$ cat src/rtl/emu_time_sched_pkg.sv
`default_nettype none
// ============================================================================
// Module   : emu_time_sched_pkg
// Brief    : Shared types, state encodings and dt clipping helper for the
//            emulation time scheduler.
// Revision : 1.0 - initial release
// ============================================================================
package emu_time_sched_pkg;

    // Scheduler state encodings (visible on the sched_state port)
    localparam logic [1:0] ST_PAUSED  = 2'd0;
    localparam logic [1:0] ST_RUNNING = 2'd1;
    localparam logic [1:0] ST_STEP    = 2'd2;
    localparam logic [1:0] ST_DONE    = 2'd3;

    typedef enum logic [1:0] {
        PAUSED  = ST_PAUSED,
        RUNNING = ST_RUNNING,
        STEP    = ST_STEP,
        DONE    = ST_DONE
    } sched_state_t;

    // Working width of the clip helper; callers zero-extend into it, so
    // TIME_WIDTH must not exceed this value.
    localparam int CLIP_W = 64;

    // Limit a requested timestep to the time remaining before the stop point.
    function automatic logic [CLIP_W-1:0] dt_clip(input logic [CLIP_W-1:0] dt,
                                                  input logic [CLIP_W-1:0] rem);
        return (dt < rem) ? dt : rem;
    endfunction

endpackage
`default_nettype wire

$ cat src/rtl/emu_time_sched_dt_min_tree.sv
`default_nettype none
// ============================================================================
// Module   : dt_min_tree
// Brief    : Combinational balanced minimum reduction over N_REQ packed dt
//            requests. Unused leaves of the padded tree hold all-ones so they
//            never win the compare.
// Revision : 1.0 - initial release
// ============================================================================
module dt_min_tree #(
    parameter int N_REQ    = 2,
    parameter int DT_WIDTH = 27
) (
    input  logic [N_REQ*DT_WIDTH-1:0] dt_req,
    output logic [DT_WIDTH-1:0]       dt_min
);

    localparam int LEVELS = (N_REQ > 1) ? $clog2(N_REQ) : 0;
    localparam int NPAD   = 1 << LEVELS;

    logic [DT_WIDTH-1:0] leaf [NPAD];
    logic [DT_WIDTH-1:0] lvl  [NPAD];

    // Unpack requests into tree leaves, padding up to a power of two
    for (genvar i = 0; i < NPAD; i++) begin : g_leaf
        if (i < N_REQ) begin : g_real
            assign leaf[i] = dt_req[i*DT_WIDTH +: DT_WIDTH];
        end else begin : g_pad
            assign leaf[i] = '1;
        end
    end

    // Pairwise reduction level by level; each pass halves the live width
    always_comb begin
        for (int i = 0; i < NPAD; i++) begin
            lvl[i] = leaf[i];
        end
        for (int w = NPAD / 2; w >= 1; w = w / 2) begin
            for (int i = 0; i < w; i++) begin
                lvl[i] = (lvl[2*i] < lvl[2*i+1]) ? lvl[2*i] : lvl[2*i+1];
            end
        end
        dt_min = lvl[0];
    end

endmodule
`default_nettype wire

$ cat src/rtl/emu_time_sched.sv
`default_nettype none
// ============================================================================
// Module   : emu_time_sched
// Brief    : Emulation time scheduler. Selects the global timestep as the
//            minimum of all requester dt values, clipped to the time left
//            before stop_time, and integrates it into emu_time. A small FSM
//            sequences run / pause / single-step / stop-at-time.
// Options  : EMU_TIME_SCHED_STALL_CNT_EN - adds the 32-bit saturating
//            stall_cnt output.
// Revision : 1.0 - initial release
// ============================================================================
module emu_time_sched
    import emu_time_sched_pkg::*;
#(
    parameter int N_REQ      = 2,
    parameter int DT_WIDTH   = 27,
    parameter int TIME_WIDTH = 39
) (
    input  logic                      emu_clk,
    input  logic                      emu_rst,
    input  logic [N_REQ*DT_WIDTH-1:0] dt_req,
    input  logic                      ctrl_run,
    input  logic                      ctrl_step,
    input  logic [TIME_WIDTH-1:0]     stop_time,
    output logic [DT_WIDTH-1:0]       emu_dt,
    output logic [TIME_WIDTH-1:0]     emu_time,
    output logic                      emu_stall,
    output logic [1:0]                sched_state,
    output logic                      sched_done
`ifdef EMU_TIME_SCHED_STALL_CNT_EN
    ,
    output logic [31:0]               stall_cnt
`endif
);

    sched_state_t          state;
    sched_state_t          next_state;
    logic [DT_WIDTH-1:0]   dt_min;
    logic [DT_WIDTH-1:0]   dt_cand;
    logic [TIME_WIDTH-1:0] rem;
    logic                  reach_stop;
    logic                  active;

    dt_min_tree #(
        .N_REQ    (N_REQ),
        .DT_WIDTH (DT_WIDTH)
    ) u_dt_min_tree (
        .dt_req (dt_req),
        .dt_min (dt_min)
    );

    // Timestep datapath: remaining time, clipped candidate and gated output.
    // reach_stop compares against rem so a stop_time already behind emu_time
    // (rem saturated to 0) also counts as having arrived.
    always_comb begin
        rem        = (stop_time > emu_time) ? (stop_time - emu_time) : '0;
        dt_cand    = DT_WIDTH'(dt_clip(CLIP_W'(dt_min), CLIP_W'(rem)));
        reach_stop = (TIME_WIDTH'(dt_cand) == rem);
        active     = (state == RUNNING) || (state == STEP);
        emu_dt     = active ? dt_cand : '0;
        emu_stall  = (emu_dt == '0);
        sched_done = (state == DONE);
    end

    assign sched_state = state;

    // FSM state register
    always_ff @(posedge emu_clk) begin
        if (emu_rst) begin
            state <= PAUSED;
        end else begin
            state <= next_state;
        end
    end

    // FSM next-state logic; run beats step, stop-reached beats pause
    always_comb begin
        next_state = state;
        case (state)
            PAUSED: begin
                if (ctrl_run || ctrl_step) begin
                    if (rem == '0) begin
                        next_state = DONE;
                    end else if (ctrl_run) begin
                        next_state = RUNNING;
                    end else begin
                        next_state = STEP;
                    end
                end
            end
            RUNNING: begin
                if (reach_stop) begin
                    next_state = DONE;
                end else if (!ctrl_run) begin
                    next_state = PAUSED;
                end
            end
            STEP: begin
                next_state = reach_stop ? DONE : PAUSED;
            end
            DONE: begin
                if ((stop_time > emu_time) && ctrl_run) begin
                    next_state = RUNNING;
                end
            end
            default: next_state = PAUSED;
        endcase
    end

    // Time integrator; the rem clip keeps emu_time from passing stop_time
    always_ff @(posedge emu_clk) begin
        if (emu_rst) begin
            emu_time <= '0;
        end else begin
            emu_time <= emu_time + TIME_WIDTH'(emu_dt);
        end
    end

`ifdef EMU_TIME_SCHED_STALL_CNT_EN
    // Saturating count of stalled cycles while time is meant to advance
    always_ff @(posedge emu_clk) begin
        if (emu_rst) begin
            stall_cnt <= '0;
        end else if (active && emu_stall && (stall_cnt != '1)) begin
            stall_cnt <= stall_cnt + 32'd1;
        end
    end
`endif

endmodule
`default_nettype wire

$ cat config.mk
export PLATFORM = sky130hd
export DESIGN_NAME = emu_time_sched
export DESIGN_NICKNAME = d
export VERILOG_FILES = /design/src/rtl/emu_time_sched_pkg.sv /design/src/rtl/emu_time_sched_dt_min_tree.sv /design/src/rtl/emu_time_sched.sv
export SDC_FILE = /design/constraint.sdc
export NUM_CORES = 1
export LEC_CHECK = 0
export BUFFER_PORTS_ARGS = -buffer_cell sky130_fd_sc_hd__clkbuf_2
export CORE_UTILIZATION = 55
export CTS_CLUSTER_SIZE = 12
export DETAILED_ROUTE_END_ITERATION = 12
export PLACE_DENSITY = 0.86
export SKIP_CTS_REPAIR_TIMING = 1
export SYNTH_ARGS = -nofsm -noshare
export SYNTH_HDL_FRONTEND = slang
export SYNTH_HIERARCHICAL = 1
export SYNTH_SLANG_ARGS = --single-unit
$ cat constraint.sdc
create_clock -name emu_clk -period 14.6 [get_ports emu_clk]
set_clock_uncertainty 0.2 [all_clocks]
set_input_delay 1.46 -clock emu_clk [delete_from_list [all_inputs] [get_ports emu_clk]]
set_output_delay 1.46 -clock emu_clk [all_outputs]
set_load 0.05 [all_outputs]
==> results.txt, run 1 <==
The violation count after the first detailed-route iteration came out at 1,058. The maximum fanout along the worst path came out at 50. The tools report the critical path startpoint category as an input pin. The required arrival time at the worst endpoint was 14,600 ps; the combinational share of power was 0.817. The type of the worst setup path was input pin to flop.

Setup violations remaining at the end of the flow were counted as 0. The accumulated negative setup slack is 0 ps, and the largest stage delay on the critical path is 790 ps. The portion of the clock cycle consumed by the worst path in the final layout works out to 0.762. The number of enable-type register cells in the synthesized netlist is 0. Setup repair after global routing left no endpoint under its margin. The tools report the share of total power in sequential cells as 0.097. Yosys printed 6 warnings.

The routed design has 30.3 mm of wire. VDD sags by at most 0.000248 V. For this run, the post-layout net count is 1,577.

Number of H-tree branching levels: 2. Switching share of total power: 0.603. The tools report the number of buffers created by CTS as 5. The standard cell core area is 15,400 um^2, and the total overflow reported by the global router is 0. At the worst endpoint, the arrival time is 11,130 ps. The tools report the final weighted congestion in routability-driven placement as 1.02. The critical path contains buffers and inverters numbering 4 combined. The via count of the first global-routing pass came out at 9,266.

For the buffer levels on the longest clock path, the log shows 2. TritonCTS built the clock tree. The cell type group with the largest total delay on the critical path was compound AO/OA/AOI/OAI gates. The reported leakage power was 0.00452 uW; the share of final-layout standard cells stronger than drive strength 1 was 0.190. The number of slew-limit violations in the final report is 0.

The flow ran to the end, and the final reports show no timing, DRC or antenna violations. The number of antenna violations at the first check in global routing was 2. In this run, synthesis produced a sequential element count of 41.

The die covers 16,400 um^2. The design draws 1720 uW. The relative slew slack is 0.261. For this run, design rule violations remaining after detail routing come to 0.

From left edge to right edge, the die measures 128 um. The relative area change from synthesis to final layout was 12.2%; the number of core rows was 45. The highest-delay cell along the critical path is sky130_fd_sc_hd__a2111oi_0.

For the net switching component of the power, the log shows 1040 uW. The total number of vias was 10,100. The final period demand of the worst path works out to 11,120 ps. The sequential element share of the synthesized area is 0.0938. For the synthesized net count, the log shows 1,447. Class of the worst hold path: flop to flop. The area share of the largest cell type after synthesis is 0.174.

sky130_fd_sc_hd__ha_1 takes more of the synthesized area than any other cell. By area the synthesized netlist is led by sky130_fd_sc_hd__ha_1, sky130_fd_sc_hd__dfxtp_1, sky130_fd_sc_hd__nor2_1. From bottom edge to top edge, the die measures 128 um. The part of the power in the clock network is 0.086. Total routing usage reported by global routing: 0.371. Remaining antenna violation count after routing: 0. Across the run, the number of max-cap violations was 0. The count of cells in the finished layout, fillers not included, comes to 1,569. In the routed layout, each cell is associated on average with a via count of 6.41. The first-pass iteration count of the detailed router is 5, and the port buffer count is 166. Entering global routing, the biggest net connects 51 pins. The number of top-level design ports is 167. Prevailing post-synth register cell: sky130_fd_sc_hd__dfxtp_1. The cell count after synthesis came out at 1,226.

The netlist uses 94 different library cells. The cell-internal power was 683 uW. The worst setup path is captured at a flop. The TritonCTS sink count was 41. Power per standard cell area: 175 nW/um^2. After detailed routing, the average wire length per cell comes to 19.3 um. In this run the register-to-register setup slack is 4220 ps. After detailed placement, the design holds a cell count of 1,560. The cell at the root of the clock tree is sky130_fd_sc_hd__clkbuf_16. The tools report the global-route wire length before repair as 47.9 mm. Timing would allow up to 0.0899 GHz. The fraction of registers with async set/reset came out at 0. The latest clock arrival within the worst-skew pair was 290 ps. Leaving out fill and tap cells, the most frequent cells in the layout are sky130_fd_sc_hd__clkbuf_2, sky130_fd_sc_hd__nor2_1, sky130_fd_sc_hd__ha_1. The cell area that synthesis handed to floorplanning was 8750 um^2.

The logs give 0.569 for the effective utilization at floorplan and 25.0 mm for the post-DP HPWL. The tools report the final hold violation count as 0. Leaving out fill and tap cells, the most frequent cell in the layout is sky130_fd_sc_hd__clkbuf_2.

The average instance in the mapped netlist occupies 7.14 um^2. Clock-pin slew was measured on the worst setup and hold paths at 70 ps. The actual slew at the worst max-slew pin works out to 1100 ps.
[cells in the mapped netlist (14+ instances only)]
cell / count
sky130_fd_sc_hd__a21o_1: 31
sky130_fd_sc_hd__a21oi_1: 98
sky130_fd_sc_hd__a31oi_1: 14
sky130_fd_sc_hd__and3_1: 14
sky130_fd_sc_hd__clkbuf_1: 29
sky130_fd_sc_hd__dfxtp_1: 41
sky130_fd_sc_hd__ha_1: 122
sky130_fd_sc_hd__inv_1: 112
sky130_fd_sc_hd__mux2_4: 20
sky130_fd_sc_hd__nand2_1: 88
sky130_fd_sc_hd__nand3_1: 36
sky130_fd_sc_hd__nand4_1: 30
sky130_fd_sc_hd__nor2_1: 140
sky130_fd_sc_hd__nor2b_1: 15
sky130_fd_sc_hd__nor3_1: 39
sky130_fd_sc_hd__o21ai_0: 58
sky130_fd_sc_hd__or2_2: 21
sky130_fd_sc_hd__or3_1: 14
sky130_fd_sc_hd__xnor2_1: 38
[routing by layer]
| layer | share of wire | vias to the layer above | global-route usage | wire [um] |
|---|---|---|---|---|
| met5 | 0 | - | 0 | 0 |
| met4 | 0.037 | 0 | 0.147 | 1130 |
| met3 | 0.12 | 81 | 0.0768 | 3510 |
| met2 | 0.43 | 593 | 0.569 | 12900 |
| met1 | 0.42 | 4626 | 0.505 | 12700 |
| li1 | - | 4756 | - | - |
[state kept, by name, indices dropped and copies added (netlist names)]
name         cells
emu_time        39
sched_state      2
[cells by family after synthesis]
| kind of cell | Yosys count | synth area share |
|---|---|---|
| DFF | 41 | 0.0938 |
| buffers and inverters | 158 | 0.0759 |
| AOI/OAI and AO/OA | 357 | 0.282 |
| muxes | 37 | 0.0553 |
| and+or+nand+nor | 458 | 0.263 |
| adders and majority gates | 124 | 0.179 |
| xor gates and xnor gates | 51 | 0.0510 |
[stage by stage]
step	hold WS, ps	instance area, um^2	utilization	setup WS (ps)
detailed placement	333	9620	0.626	3710
global route	385	9810	0.639	2960
floorplan	510	8750	-	4220
CTS	345	9810	0.639	3980
global placement	323	9620	0.626	3830
finish	351	9820	0.639	3480
[worst register-to-register path, delay by kind of cell, from the launching register on]
family	cells	cell delay (ps)
AOI/OAI and AO/OA	24	5760
and+or+nand+nor	6	1590
adders and majority gates	4	1380
buffers and inverters	4	930
DFF	1	410
[power groups by stage]
stage	Combinational [uW]	Clock, uW	Sequential (uW)
final	1410	148	168
after global routing	1510	154	171
after CTS	1370	150	167
after detailed placement	1350	0	169
after global placement	1340	0	168
after floorplan	958	0	249
[final cells by class]
type	instances	area (um^2)
Inverter	113	424
Clock inverter	3	68.8
Timing Repair Buffer	168	846
Sequential cell	41	821
Tap cell	211	264
Clock buffer	5	125
Multi-Input combinational cell	1027	7270
Antenna cell	1	2.50
Fill cell	1414	5550
[worst paths after layout]
kind               endpoint  depth (start not counted)      startpoint
max            emu_time[38]                         38   stop_time[25]
min          sched_state[0]                          2  sched_state[0]
max reg2reg    emu_time[38]                         38    emu_time[28]
min reg2reg  sched_state[0]                          2  sched_state[0]
(Power assumes the default switching activity.)
==> inputs of run 2 (changes only) <==
==> constraint.sdc (replaced) <==
create_clock -name emu_clk -period 10.76 [get_ports emu_clk]
set_clock_uncertainty 0.2 [all_clocks]
set_input_delay 1.076 -clock emu_clk [delete_from_list [all_inputs] [get_ports emu_clk]]
set_output_delay 1.076 -clock emu_clk [all_outputs]
set_load 0.05 [all_outputs]
==> run 2 against run 1 <==
  * Cell count is 0.25% higher
  * Count of clock-buffer cells in the layout up 2
  * Utilization hardly changed
  * Die area unchanged
  * Sequential share of layout area barely moved
  * Register-to-register slack worse by 3000 ps
  * Sequential power up 36%
  * Global-route usage up 0.20 points
  * Hold slack better by 4.4 ps
  * First-iteration DRC count shrank 3.2%
  * Non-clock buffer count grew 5
  * Combinational power grew 35%
==> results.txt, run 2 (synthesis results as in run 1) <==
The logs give 30.8 mm (was 30.3 mm) for the total wire length and 290 ps (about the same) for the latest clock arrival within the worst-skew pair. The tools report the area used by sequential logic in the layout as 821 um^2 (unchanged). The flow ran to the end, and the final reports show no timing, DRC or antenna violations.

The maximum fanout along the worst path came out at 10 (was 50). The routed length on met1 is 12.9 mm (was 12.7 mm), and the worst hold path cell count is 2 (unchanged). The highest metal layer used by the detailed router is met4 (unchanged).

The signal arrival time at the worst endpoint came out at 10,060 ps (was 11,130 ps). Accumulated negative setup slack: 0 ps (unchanged). Element type at the critical path end: a flop (unchanged). The clock slew at the register clock pins of the worst setup and hold paths works out to 60 ps (was 70 ps). The setup violation total in the final timing report is 0 (unchanged). Total die area: 16,400 um^2 (unchanged). The run gives 0 (unchanged) as the total overflow reported by the global router. The routed design could run at a clock period as short as 10,050 ps. The tools report the total routing usage reported by global routing as 0.373 (was 0.371).

The share of final-layout standard cells stronger than drive strength 1 came out at 0.193 (was 0.190). Most common cell after layout, fill and taps aside: sky130_fd_sc_hd__clkbuf_2 (unchanged). The worst min-delay path endpoint was emu_time[38] (was sched_state[0]).

The final design utilization is 0.639 (about the same), and the post-DP HPWL is 25.5 mm (was 25.0 mm). The standard cell core area was 15,400 um^2 (unchanged); the violation count after the first detailed-route iteration was 1,024 (was 1,058). Cell at the root of the clock tree: sky130_fd_sc_hd__clkbuf_16 (unchanged). The ratio of routed vias to standard cells was 6.49 (was 6.41). The post-detailed-route wirelength per cell was 19.6 um (was 19.3 um).

The run gives 0 (unchanged) as the post-route DRC violation count. For the non-filler instance count after layout, the log shows 1,573 (was 1,569). The highest-delay cell along the critical path is sky130_fd_sc_hd__a2111oi_0 (unchanged).

The portion of the clock cycle consumed by the worst path in the final layout came out at 0.934. The via count of the first global-routing pass was 9,271 (was 9,266). Number of flip-flops under the largest register name: 39 (unchanged).

The run gives 7270 um^2 (unchanged) as the total area of multi-input combinational cells. The routed length on met2 was 13.1 mm (was 12.9 mm); the number of buffers created by CTS was 5 (unchanged). The tools report the reported max-cap violation count as 0 (unchanged).

Height of the die: 128 um (unchanged). The effective utilization at floorplan was 0.569 (unchanged). The setup slack at placement came out at 659 ps (was 3710 ps). The tools report the worst min-delay path startpoint as emu_time[38] (was sched_state[0]). The actual slew at the worst max-slew pin came out at 1070 ps (was 1100 ps). TritonCTS built the clock tree. Final worst slack: 715 ps (was 3480 ps). The type of the worst setup path is input pin to flop (unchanged). The run gives 1.06 (was 1.02) as the final weighted congestion in routability-driven placement. The first-pass iteration count of the detailed router came out at 6 (was 5). The largest stage delay on the critical path is 720 ps (was 790 ps), and the die width is 128 um (unchanged). The largest net degree at the start of global routing came out at 42 (was 51).

For the reported leakage power, the log shows 0.00453 uW (was 0.00452 uW). The internal reg-to-reg setup slack is 1230 ps (was 4220 ps). The length of routed met3 wiring is 3.74 mm (was 3.51 mm). The logs give 10,780 ps (was 14,600 ps) for the required arrival time at the worst endpoint and 41 (unchanged) for the TritonCTS sink count.

The tools report the count of filler cells inserted in the layout as 1,363 (was 1,414). For the global-route wire length before repair, the log shows 48.0 mm (was 47.9 mm). The port buffer count is 166 (unchanged), and the upper clock frequency limit is 0.0995 GHz. The logic depth of the worst register-to-register path is 36 (was 38), and the buffer levels on the longest clock path is 2 (unchanged). The relative area change from synthesis to final layout works out to 12.2% (about the same). Number of instances in the placed design: 1,565 (was 1,560). The tools report the number of core rows as 45 (unchanged). Commonest cells after routing, fill and taps aside: sky130_fd_sc_hd__clkbuf_2, sky130_fd_sc_hd__nor2_1, sky130_fd_sc_hd__ha_1 (unchanged). Register with the most flip-flops: emu_time (unchanged).

For the number of top-level design ports, the log shows 167 (unchanged). The endpoint of the worst-slack reg-to-reg timing path was emu_time[38] (unchanged). The antenna diode count was 0 (was 1). The worst reg2reg path startpoint was emu_time[9] (was emu_time[28]). The tools report the final hold violation count as 0 (unchanged). The power per standard cell area came out at 235 nW/um^2 (was 175 nW/um^2). The run gives 10,200 (was 10,100) as the total number of vias. The remaining antenna violation count after routing was 0 (unchanged); the number of slew-limit violations in the final report was 0 (unchanged). Setup repair after global routing left no endpoint under its margin.

The number of H-tree branching levels came out at 2 (unchanged). Critical path startpoint category: an input pin (unchanged). The logs give 0.000298 V (was 0.000248 V) for the maximum resistive drop on vdd and 0 (was 2) for the number of antenna violations at the first check in global routing. Number of nets in the layout: 1,582 (was 1,577). The run gives 0.283 (was 0.261) as the relative slew slack. The class of the worst hold path was flop to flop (unchanged).
[run 2: cell types whose count changed in the layout (fill, tap and decap cells not counted), sizes merged]
| cell | before | now |
|---|---|---|
| buf | 2 | 7 |
| bufinv | 2 | 0 |
| clkbuf | 171 | 173 |
| diode | 1 | 0 |
[run 2: worst max-delay path by stage]
stage / from / cells past startpoint / end
2_1_floorplan: stop_time[0] / 41 / emu_time[38]
3_3_place_gp: stop_time[0] / 39 / emu_time[38]
3_5_place_dp: stop_time[0] / 39 / emu_time[38]
4_1_cts: stop_time[0] / 39 / emu_time[38]
5_1_grt: stop_time[0] / 39 / emu_time[38]
6_report: stop_time[0] / 39 / emu_time[38]
[run 2: layout make-up]
class | instances | share of cell area
clock buffer | 7 | 0.0155
clock inverter | 1 | 0.000892
inverter | 113 | 0.0432
multi-input combinational | 1027 | 0.740
sequential | 41 | 0.0836
tap | 211 | 0.0269
timing repair buffer | 173 | 0.0900
[run 2: critical path: cells and delay by family]
family,cells,cell delay (ps)
buffers and inverters,3,170
adder cells (fa/ha/maj),5,1540
AND/OR/NAND/NOR,12,3130
AO/OA/AOI/OAI,19,4140
[run 2: metrics by stage]
step | hold WS, ps | total power, uW | instance area, um^2
final | 355 | 2300 | 9820
after global routing | 391 | 2450 | 9820
after CTS | 355 | 2250 | 9820
after detailed placement | 338 | 2070 | 9660
after global placement | 328 | 2060 | 9660
after floorplan | 510 | 1640 | 8750
[run 2: power by group]
group | internal [uW] | switching [uW] | total, uW | leakage [uW]
clock | 99.5 | 62.9 | 162 | 0.0000805
sequential | 189 | 39.4 | 229 | 0.000335
combinational | 605 | 1310 | 1910 | 0.00412
[run 2: layer usage]
metal,GRT usage,up-vias
met5,0,-
met4,0.142,0
met3,0.106,79
met2,0.572,615
met1,0.493,4737
li1,-,4777
==> inputs of run 3 (changes only) <==
--- a/config.mk
+++ b/config.mk
@@ -6,10 +6,10 @@
 export NUM_CORES = 1
 export LEC_CHECK = 0
 export BUFFER_PORTS_ARGS = -buffer_cell sky130_fd_sc_hd__clkbuf_2
-export CORE_UTILIZATION = 55
+export CORE_UTILIZATION = 45
 export CTS_CLUSTER_SIZE = 12
 export DETAILED_ROUTE_END_ITERATION = 12
-export PLACE_DENSITY = 0.86
+export PLACE_DENSITY = 0.74
 export SKIP_CTS_REPAIR_TIMING = 1
 export SYNTH_ARGS = -nofsm -noshare
 export SYNTH_HDL_FRONTEND = slang
==> run 3 against run 2 <==
  * Count of clock-buffer cells in the layout down 1
  * Global-route usage down 6.0 points
  * Combinational power up 2%
  * Critical path type unchanged
  * Critical endpoint is now emu_time[36]
==> results.txt, run 3 (synthesis results as in run 1) <==
The run gives 0 (unchanged) as the number of antenna violations at the first check in global routing. The run gives 10,000 (was 10,200) as the total number of vias. The maximum fanout along the worst path came out at 12 (was 10). Commonest cells after routing, fill and taps aside: sky130_fd_sc_hd__clkbuf_2, sky130_fd_sc_hd__nor2_1, sky130_fd_sc_hd__ha_1 (unchanged).

The standard cell core area was 18,900 um^2 (was 15,400 um^2); the share of final-layout standard cells stronger than drive strength 1 was 0.204 (was 0.193). The run gives 41 (unchanged) as the TritonCTS sink count. For the first-pass iteration count of the detailed router, the log shows 6 (unchanged). TritonCTS built the clock tree.

Register with the most flip-flops: emu_time (unchanged). The relative area change from synthesis to final layout was 14.4% (was 12.2%). Clock slew at the register clock pins of the worst setup and hold paths: 60 ps (about the same).

The signal arrival time at the worst endpoint came out at 9910 ps (was 10,060 ps). The logs give 0 (unchanged) for the setup violation total in the final timing report and 49.1 mm (was 48.0 mm) for the global-route wire length before repair. Post-DP HPWL: 26.0 mm (was 25.5 mm).

The actual slew at the worst max-slew pin works out to 881 ps (was 1070 ps). The violation count after the first detailed-route iteration was 865 (was 1,024). The tools report the area used by sequential logic in the layout as 821 um^2 (unchanged). The class of the worst hold path was flop to flop (unchanged). The relative slew slack was 0.398 (was 0.283); the number of core rows was 50 (was 45). Setup repair after global routing left no endpoint under its margin. The type of the worst setup path is input pin to flop (unchanged). The effective utilization at floorplan is 0.463 (was 0.569), and the number of nets in the layout is 1,600 (was 1,582).

The run gives 0.530 (was 0.639) as the final design utilization. The die width came out at 141 um (was 128 um). The total wire length was 31.5 mm (was 30.8 mm).

The number of instances in the placed design is 1,632 (was 1,565), and the post-route DRC violation count is 0 (unchanged). The port buffer count came out at 166 (unchanged). The run finished with clean final reports. The element type at the critical path end is a flop (unchanged). Post-detailed-route wirelength per cell: 19.2 um (was 19.6 um). The logs give 0.00461 uW (was 0.00453 uW) for the reported leakage power and 9,357 (was 9,271) for the via count of the first global-routing pass. The total die area is 20,000 um^2 (was 16,400 um^2), and the count of filler cells inserted in the layout is 1,940 (was 1,363). Required arrival time at the worst endpoint: 10,710 ps (was 10,780 ps).

The height of the die was 141 um (was 128 um). The highest-delay cell along the critical path is sky130_fd_sc_hd__or3_1 (was sky130_fd_sc_hd__a2111oi_0). Largest stage delay on the critical path: 490 ps (was 720 ps). The number of H-tree branching levels came out at 2 (unchanged). For the number of buffers created by CTS, the log shows 5 (unchanged). The run gives 2 (unchanged) as the buffer levels on the longest clock path. The final period demand of the worst path was 9960 ps (was 10,050 ps); the antenna diode count was 0 (unchanged). For the upper clock frequency limit, the log shows 0.100 GHz (was 0.0995 GHz). The ratio of routed vias to standard cells works out to 6.12 (was 6.49). The latest clock arrival within the worst-skew pair is 310 ps (was 290 ps). The accumulated negative setup slack is 0 ps (unchanged), and the number of flip-flops under the largest register name is 39 (unchanged). Cell at the root of the clock tree: sky130_fd_sc_hd__clkbuf_16 (unchanged). The portion of the clock cycle consumed by the worst path in the final layout came out at 0.925 (was 0.934). The final hold violation count was 0 (unchanged); the reported max-cap violation count was 0 (unchanged). Total overflow reported by the global router: 0 (unchanged). The total area of multi-input combinational cells was 7270 um^2 (unchanged); the largest net degree at the start of global routing was 40 (was 42). The run gives 1.00 (was 1.06) as the final weighted congestion in routability-driven placement. The critical path startpoint category is an input pin (unchanged).

Remaining antenna violation count after routing: 0 (unchanged). Most common cell after layout, fill and taps aside: sky130_fd_sc_hd__clkbuf_2 (unchanged). The run gives 0 (unchanged) as the number of slew-limit violations in the final report. The number of top-level design ports is 167 (unchanged). The tools report the non-filler instance count after layout as 1,640 (was 1,573).

Power per standard cell area: 234 nW/um^2 (was 235 nW/um^2). The total routing usage reported by global routing came out at 0.313 (was 0.373). The run gives 0.000177 V (was 0.000298 V) as the maximum resistive drop on vdd.
[run 3: metrics by stage]
step	hold WS [ps]	area [um^2]	setup slack, ps	total power [uW]
after global placement	289	9850	804	2120
after floorplan	510	8750	766	1640
after CTS	317	10000	913	2310
after detailed placement	311	9850	643	2130
final	317	10000	804	2340
after global routing	369	10000	200	2500
[run 3: per-layer routing]
metal,track usage,up-vias,wire length (um)
met5,0,-,0
li1,-,4811,-
met3,0.0418,93,2340
met1,0.418,4638,14100
met2,0.504,496,13900
met4,0.133,0,1230
[run 3: area by class of cell]
cell class / count / area share
repair buffers: 191 / 0.102
well taps: 260 / 0.0325
inverters: 113 / 0.0424
multi-input cells: 1027 / 0.726
clock inverters: 2 / 0.00138
clock buffers: 6 / 0.0139
flip-flops and latches: 41 / 0.0820
[run 3: critical path: cells and delay by family]
family / cells / cell delay (ps)
xor gates and xnor gates: 1 / 130
buffers and inverters: 6 / 730
and+or+nand+nor: 13 / 2920
adders and majority gates: 5 / 1530
AOI/OAI and AO/OA: 18 / 3500
[run 3: worst paths after layout]
check                                  start      endpoint  slack (ps)  depth (start not counted)
worst min-delay path            emu_time[38]  emu_time[38]         320                          2
worst min register to register  emu_time[38]  emu_time[38]         320                          2
worst max register to register   emu_time[0]  emu_time[36]        1330                         41
worst max-delay path            stop_time[0]  emu_time[36]         800                         43
[run 3: where the power goes]
group / switching [uW] / internal [uW]
clock network: 74.2 / 92.7
registers: 33.3 / 189
logic: 1320 / 632
total: 1430 / 914
